File: config.mk
export PLATFORM = sky130hd
export DESIGN_NAME = switch_debounce
export DESIGN_NICKNAME = d
export VERILOG_FILES = /design/src/rtl/switch_debounce.sv
export SDC_FILE = /design/constraint.sdc
export NUM_CORES = 1
export LEC_CHECK = 0
export CAP_MARGIN = 20
export CORE_UTILIZATION = 56
export DETAILED_ROUTE_END_ITERATION = 8
export PLACE_DENSITY_LB_ADDON = 0.2
export SYNTH_ARGS = -nofsm -noshare
export SYNTH_HDL_FRONTEND = slang
export SYNTH_SLANG_ARGS = --single-unit
export TNS_END_PERCENT = 1
File: constraint.sdc
create_clock -name clk -period 2.25 [get_ports clk]
set_input_delay 0.45 -clock clk [delete_from_list [all_inputs] [get_ports clk]]
set_output_delay 0.45 -clock clk [all_outputs]
set_load 0.01 [all_outputs]
File: src/rtl/switch_debounce.sv
// Per-channel switch conditioner: 2-FF synchroniser followed by a tick-sampled
// debounce filter, with registered clean levels and single-cycle rise/fall pulses.
module switch_debounce #(
   parameter int unsigned WIDTH        = 8,
   parameter int unsigned TICKDIV      = 10000,
   parameter int unsigned STABLE_TICKS = 8
) (
   input  logic             clk,
   input  logic             rst,
   input  logic [WIDTH-1:0] sw_raw,
   output logic [WIDTH-1:0] sw_db,
   output logic [WIDTH-1:0] sw_rise,
   output logic [WIDTH-1:0] sw_fall,
   output logic             tick
);

   localparam int unsigned PW = (TICKDIV > 1) ? $clog2(TICKDIV) : 1;
   localparam int unsigned CW = (STABLE_TICKS > 0) ? $clog2(STABLE_TICKS + 1) : 1;
   localparam logic [PW-1:0] PRE_LAST = PW'(TICKDIV - 1);
   localparam logic [CW-1:0] CNT_LAST = CW'(STABLE_TICKS - 1);

   logic [WIDTH-1:0] s1;
   logic [WIDTH-1:0] s2;
   logic [PW-1:0]    presc;
   logic [CW-1:0]    cnt [WIDTH];

   // Synchroniser and sample-tick prescaler
   always_ff @(posedge clk) begin
      if (rst) begin
         s1    <= '0;
         s2    <= '0;
         presc <= '0;
         tick  <= 1'b0;
      end else begin
         s1    <= sw_raw;
         s2    <= s1;
         tick  <= (presc == PRE_LAST);
         presc <= (presc == PRE_LAST) ? '0 : presc + 1'b1;
      end
   end

   // Debounce filter: a level is accepted after STABLE_TICKS consecutive differing samples
   always_ff @(posedge clk) begin
      if (rst) begin
         sw_db   <= '0;
         sw_rise <= '0;
         sw_fall <= '0;
         for (int unsigned i = 0; i < WIDTH; i++) begin
            cnt[i] <= '0;
         end
      end else begin
         sw_rise <= '0;
         sw_fall <= '0;
         if (tick) begin
            for (int unsigned i = 0; i < WIDTH; i++) begin
               if (s2[i] == sw_db[i]) begin
                  cnt[i] <= '0;
               end else if (cnt[i] == CNT_LAST) begin
                  sw_db[i]   <= s2[i];
                  sw_rise[i] <= s2[i];
                  sw_fall[i] <= ~s2[i];
                  cnt[i]     <= '0;
               end else begin
                  cnt[i] <= cnt[i] + 1'b1;
               end
            end
         end
      end
   end

endmodule

==> impl_metrics.py <==
metrics = {
    "run_status": {
        "status": "finished, final reports clean",
    },
    "min_path": {
        "hold_end": "s2[4]$_SDFF_PP0_",
        "whs_path_depth": 1,
        "hold_path.class": "reg -> reg",
        "worstHoldStart": "s1[4]$_SDFF_PP0_",
    },
    "cts": {
        "max-clock-path-buffers": 2,
        "clockRootBuffer": "clkbuf_8",
        "post_cts_buffers": 0,
        "cts_hold_buf": 0,
        "insertion_delay_ns": 0.34,
        "post_cts_resized": 0,
        "path_clk_slew_ns": 0.09,
        "cts_tree": "done",
        "cts.htree.levels": 3,
        "cts.sinks": 87,
        "cts_made_buffers": 9,
    },
    "placed_design": {
        "gp_congestion": 0.728,
        "placedCellCount": 430,
        "placed_cell_area_mm2": 0.00389,
        "io_buffers": 34,
        "hpwl_um": 3780,
    },
    "logic_synthesis": {
        "synth_seq_area_share_pct": 59.3,
        "synth_ff_type": "dfxtp_1",
        "synth_top_cell_area_share_pct": 31.7,
        "ys_seq_elements": 87,
        "syn_area_per_cell_um2": 10.7,
        "synth_area_leaders": "dfxtp_1 32%, edfxtp_1 28%, nor2_1 5.3%",
        "syn-num-nets": 345,
        "ys_async_sr_fraction_pct": 0,
        "synth_cell_types": 26,
        "ys_warn_count": 0,
        "synth_area_mm2": 0.00348,
        "yosysMostFrequentCell": "dfxtp_1",
        "syn_inst": 326,
        "synth_top_cell_by_area": "dfxtp_1",
        "synth_edf_count": 32,
        "synth_common_cells": "55 x dfxtp_1, 49 x nor2_1, 35 x nand2_1, 32 x edfxtp_1, 20 x xor2_1",
    },
    "critical_path": {
        "worst-path-max-fanout": 12,
        "cp-start-kind": "register",
        "cp_slowest_stage_delay_ns": 0.64,
        "path_cells": "clkdlybuf4s50_1",
        "r2r_cells": 4,
        "worstPathRequired_ns": 1.80,
        "reg2reg_to": "presc[8]$_SDFF_PP0_",
        "cp-end-kind": "output pin",
        "cp_slowest_cell": "dfxtp_1",
        "crit_path_start": "tick$_SDFF_PP0_",
        "timing.rr.start": "presc[6]$_SDFF_PP0_",
        "critPathTopFamily": "flip-flops",
        "r2r_slack_ns": 0.45,
        "path_class": "reg -> out",
        "cp_num_buf_inv": 1,
        "cp.arrival_ns": 1.62,
    },
    "drt": {
        "detail_route.wl_per_cell_um": 12.8,
        "vias_per_cell": 5.14,
        "drcViolationCount": 0,
        "drtAntennaViolNets": 0,
        "vias": 2294,
        "firstDrtPassIters": 4,
        "wirelength_um": 5710,
        "first_iter_violations": 147,
    },
    "power": {
        "ir_drop_mv": 0.413,
        "powerDensity_mw_per_mm2": 701,
        "p_leak_nw": 1.50,
    },
    "die": {
        "core_mm2": 0.00596,
        "io_pins": 35,
        "fp-row-count": 28,
        "dieArea_mm2": 0.00653,
        "die_x_um": 80.8,
        "die_y_um": 80.8,
        "start_util_pct": 58.4,
    },
    "sta": {
        "finalSetupTns_ns": 0,
        "min_period_ns": 2.07,
        "holdWs_ns": 0.446,
        "fmax_ghz": 0.483,
        "finalMaxSlewViolations": 0,
        "fin_crit_sh_pct": 91.9,
        "relSlewSlack_pct": 49.8,
        "worst_slew_pin_slew_ns": 0.753,
        "rsz0062_at_grt": "false",
        "fin_worst_skew_ns": 0.00771,
        "setup_violations": 0,
        "hold_viol": 0,
    },
    "finish": {
        "layout.nets": 385,
        "fill_cells": 473,
        "n_antenna_cell": 0,
        "fin_cells": 446,
        "drive_gt1_share_pct": 8.09,
        "fin_area_mm2": 0.00409,
        "area_growth_pct": 17.6,
    },
    "global_routing": {
        "grt_max_degree": 33,
        "grt_usage_pct": 19.2,
        "grt_pass1_wl_um": 9350,
        "grt_pass1_vias": 2075,
        "grt_antenna_before_repair": 0,
        "grt.overflow.total": 0,
    },
    "job": {
        "cap_viol_max_count": 0,
    },
}
[state kept, by name (all words and copies together), names as in the netlist]
register	cells
cnt	32
presc	14
s1	8
s2	8
sw_db	8
sw_fall	8
sw_rise	8
tick	1
[layer usage]
| metal | vias up | routed length [um] | track usage [%] |
|---|---|---|---|
| li1 | 1160 | - | - |
| met2 | 45 | 2700 | 31.8 |
| met5 | - | 0 | 0 |
| met3 | 10 | 198 | 3.82 |
| met4 | 0 | 96 | 8.21 |
| met1 | 1079 | 2720 | 24.4 |
[cells in the final DEF, fill, tap and decap left out, types with 2 or more instances in the layout]
cell type        Yosys  layout
nand4_1              4       4
a21oi_1              8       8
nor2_1              49      49
or2_2                9       9
nor3_1               4       4
nand3_1             19      19
inv_1               11      11
nand2_1             35      35
xnor2_1             16      16
nor3b_1             16      16
edfxtp_1            32      32
dfxtp_1             55      55
clkbuf_8             0       9
buf_4                0       3
clkinvlp_4           0       2
xor2_1              20      20
nor2b_1             17      17
clkdlybuf4s50_1      0      34
and3b_1              8       8
clkinv_2             0       2
ha_1                 9       9
[worst max-delay path by stage]
stage                                          end  slack, ns  depth (start not counted)
after global placement     cnt[0][2]$_SDFFCE_PN0P_       0.27                          2
after CTS                                     tick       0.16                          1
after floorplan            cnt[0][0]$_SDFFCE_PN0P_       0.36                          3
final                                         tick       0.18                          1
after detailed placement  cnt[0][12]$_SDFFCE_PN0P_       0.26                          2
after global routing                          tick       0.08                          1
[worst register-to-register path: cells and delay by family (launching register included)]
kind | cells | cell delay, ns
and+or+nand+nor | 4 | 1.33
DFF | 1 | 0.35
[through the flow]
step	utilization (%)	total power [mW]	setup slack [ns]
after floorplan	-	1.80	0.361
after global placement	65.4	1.84	0.269
after detailed placement	65.4	1.84	0.256
after CTS	68.7	2.89	0.159
after global routing	68.7	2.98	0.0779
final	68.7	2.86	0.182
[where the power goes]
| part | leakage (nW) | internal (mW) | switching (mW) |
|---|---|---|---|
| Sequential | 0.764 | 1.67 | 0.0318 |
| Combinational | 0.642 | 0.0520 | 0.0517 |
| Clock | 0.0956 | 0.515 | 0.545 |
[cells by family (layout without fill, tap and decap cells)]
family | count (synthesis) | count (layout) | synth area share (%)
simple gates | 167 | 167 | 24.9
flops | 87 | 87 | 59.3
xor+xnor | 36 | 36 | 9.07
buf+inv | 19 | 64 | 2.34
fa+ha+maj | 9 | 9 | 3.24
compound gates | 8 | 8 | 1.15
[area by class of cell]
| class | count | area (um2) | area share, % |
|---|---|---|---|
| flip-flops and latches | 87 | 2060 | 50.4 |
| multi-input cells | 220 | 1330 | 32.6 |
| repair buffers | 37 | 363 | 8.87 |
| clock buffers | 9 | 124 | 3.03 |
| well taps | 75 | 93.8 | 2.29 |
| clock inverters | 7 | 72.6 | 1.77 |
| inverters | 11 | 41.3 | 1.01 |
Power figures use the tool's default switching activity.
